### src/rtl/text_buffer_ram.sv
// rtl/text_buffer_ram.sv - simple-dual-port text buffer RAM with read pipeline and clear sequencer (option macro: TEXT_BUFFER_RAM_BYPASS_EN)
module text_buffer_ram #(
  parameter int               WIDTH       = 39,
  parameter int               DEPTH       = 64,
  parameter int               AW          = (DEPTH > 1) ? $clog2(DEPTH) : 1,
  parameter int               LATENCY     = 2,
  parameter logic [WIDTH-1:0] CLEAR_VALUE = {WIDTH{1'b0}},
  parameter string            INIT_FILE   = ""
) (
  input  logic             clka,
  input  logic             rsta_n,
  input  logic             wr_en,
  input  logic [AW-1:0]    wr_addr,
  input  logic [WIDTH-1:0] wr_data,
  output logic             wr_ready,
  input  logic             rd_en,
  input  logic [AW-1:0]    rd_addr,
  output logic [WIDTH-1:0] rd_data,
  output logic             rd_valid,
  input  logic             clr_req,
  output logic             clr_busy,
  output logic             clr_done
);

  typedef enum logic [1:0] {
    S_IDLE  = 2'd0,
    S_SWEEP = 2'd1,
    S_DONE  = 2'd2
  } state_t;

  // One extra bit so the range check stays meaningful when DEPTH is a power of two.
  localparam logic [AW:0]   DEPTH_LIM = (AW + 1)'(DEPTH);
  localparam logic [AW-1:0] LAST_ADDR = AW'(DEPTH - 1);

  logic [WIDTH-1:0] mem [DEPTH];

  state_t           state_q, state_d;
  logic [AW-1:0]    cnt_q, cnt_d;

  logic             wr_in_range;
  logic             rd_in_range;
  logic             ext_we;
  logic             mem_we;
  logic [AW-1:0]    mem_waddr;
  logic [WIDTH-1:0] mem_wdata;
  logic [WIDTH-1:0] rd_word;
  logic [WIDTH-1:0] rd_data_s1;
  logic             rd_valid_s1;

  // Power-up contents: all zero.
  initial begin
    for (int i = 0; i < DEPTH; i++) begin
      mem[i] = '0;
    end
  end

  assign wr_in_range = ({1'b0, wr_addr} < DEPTH_LIM);
  assign rd_in_range = ({1'b0, rd_addr} < DEPTH_LIM);
  assign ext_we      = wr_en && wr_ready && wr_in_range;

  // Clear sequencer state and sweep counter; reset aborts a sweep without a done pulse.
  always_ff @(posedge clka or negedge rsta_n) begin
    if (!rsta_n) begin
      state_q <= S_IDLE;
      cnt_q   <= '0;
    end else begin
      state_q <= state_d;
      cnt_q   <= cnt_d;
    end
  end

  // Clear sequencer next state and status outputs.
  always_comb begin
    state_d  = state_q;
    cnt_d    = cnt_q;
    clr_busy = 1'b0;
    clr_done = 1'b0;
    wr_ready = 1'b1;
    unique case (state_q)
      S_IDLE: begin
        if (clr_req) begin
          state_d = S_SWEEP;
          cnt_d   = '0;
        end
      end
      S_SWEEP: begin
        clr_busy = 1'b1;
        wr_ready = 1'b0;
        if (cnt_q == LAST_ADDR) begin
          state_d = S_DONE;
          cnt_d   = '0;
        end else begin
          cnt_d = cnt_q + 1'b1;
        end
      end
      S_DONE: begin
        clr_done = 1'b1;
        state_d  = S_IDLE;
      end
      default: begin
        state_d = S_IDLE;
        cnt_d   = '0;
      end
    endcase
  end

  // Single write port shared by the sweep and the external writer (never both at once).
  always_comb begin
    mem_we    = ext_we;
    mem_waddr = wr_addr;
    mem_wdata = wr_data;
    if (state_q == S_SWEEP) begin
      mem_we    = 1'b1;
      mem_waddr = cnt_q;
      mem_wdata = CLEAR_VALUE;
    end
  end

  // Array write; the storage itself is never reset.
  always @(posedge clka) begin
    if (mem_we) begin
      mem[mem_waddr] <= mem_wdata;
    end
  end

  // Word presented to the first read stage; out-of-range reads yield zero.
  always_comb begin
    rd_word = '0;
    if (rd_in_range) begin
      rd_word = mem[rd_addr];
`ifdef TEXT_BUFFER_RAM_BYPASS_EN
      if (mem_we && (mem_waddr == rd_addr)) begin
        rd_word = mem_wdata;
      end
`endif
    end
  end

  // First read stage: captures on request, holds otherwise.
  always_ff @(posedge clka or negedge rsta_n) begin
    if (!rsta_n) begin
      rd_data_s1  <= '0;
      rd_valid_s1 <= 1'b0;
    end else begin
      rd_valid_s1 <= rd_en;
      if (rd_en) begin
        rd_data_s1 <= rd_word;
      end
    end
  end

  generate
    if (LATENCY == 2) begin : g_lat2
      // Output register: advances only when a read completes so rd_data holds between reads.
      always_ff @(posedge clka or negedge rsta_n) begin
        if (!rsta_n) begin
          rd_data  <= '0;
          rd_valid <= 1'b0;
        end else begin
          rd_valid <= rd_valid_s1;
          if (rd_valid_s1) begin
            rd_data <= rd_data_s1;
          end
        end
      end
    end else begin : g_lat1
      assign rd_data  = rd_data_s1;
      assign rd_valid = rd_valid_s1;
    end
  endgenerate

endmodule

### config.mk
export PLATFORM = sky130hd
export DESIGN_NAME = text_buffer_ram
export DESIGN_NICKNAME = d
export VERILOG_FILES = /design/src/rtl/text_buffer_ram.sv
export SDC_FILE = /design/constraint.sdc
export NUM_CORES = 2
export LEC_CHECK = 0
export CORE_MARGIN = 2
export CORE_UTILIZATION = 40
export DETAILED_ROUTE_END_ITERATION = 8
export PLACE_DENSITY_LB_ADDON = 0.05
export SYNTH_ARGS = -nofsm -noshare
export SYNTH_HDL_FRONTEND = slang
export SYNTH_SLANG_ARGS = --single-unit
### constraint.sdc
create_clock -name clka -period 3.95 [get_ports clka]
set_input_delay 0.79 -clock clka [delete_from_list [all_inputs] [get_ports clka]]
set_output_delay 0.79 -clock clka [all_outputs]
set_load 0.02 [all_outputs]
Word-level counts from Yosys, hierarchy flattened
Memory sizes are Yosys's and may differ from the RTL's. A register that Yosys moved wholly into a read port is not among the register bits.
Index checks and enable logic that the tools add are counted.
{"block": "op_classes", "add_sub_neg": 1, "eq_ne": 5, "muxes": 14, "bitwise_logic": 1, "n_reduce_logical": 5}
{"op": "39-bit 2-to-1 mux", "count": 1}
{"op": "6-bit 2-to-1 mux", "count": 3}
{"op": "6-bit case mux with 3 select lines", "count": 1}
{"op": "6-bit by 1-bit adder with 6-bit output (second input constant)", "count": 1}
{"op": "6-bit == test (second input constant)", "count": 1}
{"op": "1-bit 2-to-1 mux", "count": 6}
{"op": "2-bit 2-to-1 mux", "count": 2}
{"op": "2-bit inequality test (second input constant)", "count": 2}
{"op": "2-bit case mux with 2 select lines", "count": 1}
{"op": "2-bit AND reduction", "count": 2}
{"op": "2-bit by 1-bit == test with 1-bit output (second input constant)", "count": 1}
{"op": "2-bit == test (second input constant)", "count": 1}
{"op": "2-bit logical NOT", "count": 1}
{"op": "1-bit logical AND", "count": 1}
{"op": "1-bit logical NOT", "count": 1}
{"op": "1-bit inverter", "count": 1}
{"block": "word_totals", "ff_bits": 49, "ram_bits": 2496, "inputBits": 56, "output_inout_bits": 43, "wordCells": 32, "n_memories": 1}
{"memory": "mem", "depth": 64, "width": 39, "rd": 1, "rd_ports_with_merged_regs": 1, "write_ports": 1, "line": "35", "source": "logic [WIDTH-1:0] mem [DEPTH];"}

Logic depth before layout (Yosys ltp)
{"block": "logic_depth", "word_depth": 6, "ltp_mapped": 11, "ltp_nobuf": 6}

Worst setup path before layout
OpenSTA, ideal clock, no wires.
{"block": "synth_path", "kind": "reg2reg", "start": "reg state_q[1]", "end": "mem mem[40][0] (enable)", "setup_ns": 0.435, "arrival_ns": 3.273, "required_time_ns": 3.515, "slack_ns": 0.242, "path_stages_with_launch": 9, "path_buffers": 2, "synth_period_minus_slack_ns": 3.708, "cell_sequence": "dfrtp_1 -> nand2b_1 -> clkbuf_1 -> inv_1 -> clkbuf_1 -> nand3b_1 -> o31ai_1 -> nand2_1 -> nor2_1"}
{"block": "synth_via", "elab_chain_len": 6, "word_cells_on_any_way": 7, "classes_between": "eq/ne: 1; mux: 5; reduce/logical: 1"}
{"element": "start, declared", "line": "37", "source": "state_t state_q, state_d;"}
{"element": "start signal, assigned", "line": "67", "source": "state_q <= state_d;"}
{"element": "2-bit by 1-bit == test with 1-bit output *", "line": "79, 112"}
{"element": "1-bit 2-to-1 mux", "line": "79", "source": "unique case (state_q)"}
{"element": "1-bit logical AND", "line": "59", "source": "assign ext_we = wr_en && wr_ready && wr_in_range;"}
{"element": "1-bit 2-to-1 mux", "line": "112", "source": "if (state_q == S_SWEEP) begin"}
{"element": "1-bit 2-to-1 mux", "line": "121", "source": "if (mem_we) begin"}
{"element": "1-bit 2-to-1 mux (implied by the code)", "line": "122", "source": "mem[mem_waddr] <= mem_wdata;"}
{"element": "end, declared", "line": "35"}
Every way passes the cells marked *; elsewhere a longest branch is shown, timed or not.

Worst setup path after layout
{"block": "layout_path", "start": "reg state_q[1]", "end": "out clr_busy"}
{"block": "layout_via", "elab_chain_len": 2}
{"element": "2-bit by 1-bit == test with 1-bit output", "line": "79"}
{"element": "1-bit 2-to-1 mux", "line": "79"}
{"element": "end, declared", "line": "21", "source": "output logic clr_busy,"}
No other way between the ends.

==> metrics.cfg <==
[clock_network]
clk_latency_ns=0.92
numCtsBuffers=299
path_clk_slew_ns=0.07
cts_sinks=2584
cts_max_level=5
cts_tree=done
cts_resized=0
clockBufferDepth=4
clock-root-buffer=clkbuf_16

[sta]
finalSetupViolations=0
hold_viol=0
slew_viol_final=0
relSlewSlack_pct=21.2
tightestPinTransition_ns=1.18
timing.fmax_mhz=268
fin_setup_tns_ns=0
fin_crit_sh_pct=94.3
skew_ns=0.0505
fin_crit_ns=3.72
rsz0062_at_grt=no

[floorplan]
start_util_pct=40.3
fp.dieW_microns=502
core_area_sq_um=246000
ios=99
num_rows=182
die_h_microns=502
die_area_sq_um=252000

[yosys]
synth-compound-area-share_pct=3.21
synth-simple-area-share_pct=2.08
netlist_instances=4852
yosysWarningCount=0
synth-xor-area-share_pct=0
synthFlopType=edfxtp_1
yosysTopAreaCell=edfxtp_1
synthAdderAreaFrac_pct=0.0126
avgSynthCellArea_sq_um=20.5
ys_async_sr_fraction_pct=3.41
syn_area_sq_um=99300
ys_types=44
synth_fp_nets=4909
synthMuxAreaShare_pct=15.7
synth-seq-cells=2584
synth_top_family_by_area=multiplexers
synth_edf_count=2496
synth.area.top_cells=edfxtp_1, mux4_2, mux2i_1
synth_top_area_share_pct=75.5
seq_area_frac_synth_pct=77.7

[power_and_ir_drop]
netSwitchingPower_mw=15.0
internal_power_mw=48.6
comb_power_share_pct=9.4
leakagePower_nw=39.4
p_per_area_nw_per_um2=540
clkPwrFrac_pct=40.4
switching_share_pct=23.6
ir_drop_uv=313
seqPwrFrac_pct=50.2

[route]
ant_nets=0
drt_iter0_drc=4748
firstDrtPassIters=5
via_per_inst=5.62
routed_wl_microns=301000
drc=0
route.vias.total=50200
wl_per_cell_microns=33.7

[cells_and_area]
ff_latch_area_sq_um=77200
finish.net_count=5468
drive_above_1_share_pct=26.1
area_growth_pct=18.6
final_cell_area_sq_um=118000
n_fill_cell=20600
multi_input_area_sq_um=21500

[global_routing]
antenna_found_initial=17
grt_util_all_layers_pct=23.9
grt_pass1_wl_microns=416000
grt_max_degree=108
grt_pass1_vias=50700
overflow=0

[flow_run]
max_cap_violations=0

[setup_path]
worst_setup_path_start_kind=flop
worstSetupPathType=reg -> out
worstPathArrival_ns=2.93
timing.rr.end=mem[45][7]$_DFFE_PP_
r2r_cells=7
crit_fanout=28
reg2reg_slack_ns=0.64
required_ns=3.16
reg2reg_from=state_q[0]$_DFFE_PN0P_
end_kind=primary output

[placement]
dp_hpwl_microns=181000
placed_area_sq_um=109000
numPortBuffers=98
routabilityCongestion=0.808

[hold_path]
hold_path.class=in -> async

[outcome]
outcome=completed

## critical path, stage by stage, from the launching register on
cell,delay [ns]
dfrtp_1,0.38
nand2b_2,0.45
inv_1,0.50
clkdlybuf4s50_1,0.70
## flip-flops by register name, summed over array words and instances, names as in the netlist
signal,cells
mem,2496
state_q,2
rd_valid_s1,1
rd_data,39
rd_data_s1,39
cnt_q,6
rd_valid,1
## power groups by stage
stage	Sequential (mW)	Clock, mW	Combinational (mW)
global placement	32.5	0	6.06
floorplan	32.5	0	2.69
CTS	32.0	26.3	6.09
global route	32.0	27.3	6.27
detailed placement	32.5	0	6.08
finish	32.0	25.7	5.97
## area by class of cell
type	count	share of cell area, %
antenna	7	0.0149
clock buffer	382	6.76
clock inverter	128	0.815
inverter	3	0.00956
multi-input combinational	1991	18.2
sequential	2584	65.5
tap	3312	3.52
timing repair buffer	532	5.16
## worst max-delay path by stage
stage / from / end
after floorplan: state_q[1]$_DFFE_PN0P_ / mem[40][0]$_DFFE_PP_
after global placement: rd_addr[0] / rd_data_s1[2]$_DFFE_PN0P_
after detailed placement: rd_addr[0] / rd_data_s1[2]$_DFFE_PN0P_
after CTS: state_q[1]$_DFFE_PN0P_ / clr_busy
after global routing: state_q[1]$_DFFE_PN0P_ / clr_busy
final: state_q[1]$_DFFE_PN0P_ / clr_busy
## repair_timing
| action | 4_1_cts | 5_1_grt |
|---|---|---|
| setup buffers | 0 | 0 |
| endpoints found under the hold margin | 39 | 0 |
| hold buffers | 1 | 0 |
## per-stage QoR
step	setup WS [ns]	total power, mW	hold WS, ns	util [%]	cells
global route	0.0774	65.6	0.428	47.8	8933
global placement	-0.310	38.6	0.491	44.2	8421
CTS	0.161	64.3	0.390	47.8	8932
finish	0.225	63.7	0.418	47.8	8939
floorplan	0.242	35.2	0.389	-	4852
detailed placement	-0.321	38.6	0.498	44.2	8421
## cells by family (layout without fill, tap and decap cells)
group	after synthesis	after routing
buffers and inverters	277	1045
adders and majority gates	1	1
other	0	7
muxes	1054	1054
AOI/OAI and AO/OA	494	494
and+or+nand+nor	442	442
DFF	2584	2584
## routing by layer
layer,wire length [microns],share of wire [%],track usage [%],vias up
li1,-,-,-,21200
met1,129000,43,32.7,27400
met2,151000,50,40.4,1276
met3,13800,4.6,2.94,388
met4,7830,2.6,6.19,2
met5,13,0.0043,0,-
## cell usage after synthesis, drive strengths merged (2+ instances only)
| cell | count |
|---|---|
| o221ai | 41 |
| inv | 3 |
| mux2 | 156 |
| and2 | 40 |
| o211ai | 38 |
| nand2 | 66 |
| a221oi | 78 |
| o22ai | 115 |
| dfrtp | 88 |
| o21a | 3 |
| a31oi | 3 |
| nand4b | 3 |
| nor2b | 44 |
| nor3 | 2 |
| a21oi | 116 |
| nand4 | 2 |
| o31ai | 4 |
| clkbuf | 131 |
| edfxtp | 2496 |
| or3 | 3 |
| o21ai | 93 |
| nor2 | 222 |
| nand3 | 6 |
| mux4 | 390 |
| nand2b | 6 |
| nand4bb | 2 |
| nor4 | 38 |
| buf | 143 |
| nand3b | 3 |
| mux2i | 508 |
## cells in the final DEF, fill, tap and decap left out, drive strengths merged, types with 78 or more instances in the layout
master and instances:
a21oi 116, a221oi 78, buf 439, clkbuf 382, clkdlybuf4s50 92, clkinv 109, dfrtp 88, edfxtp 2496
mux2 156, mux2i 508, mux4 390, nor2 222, o21ai 93, o22ai 115
Power figures use the tool's default switching activity.
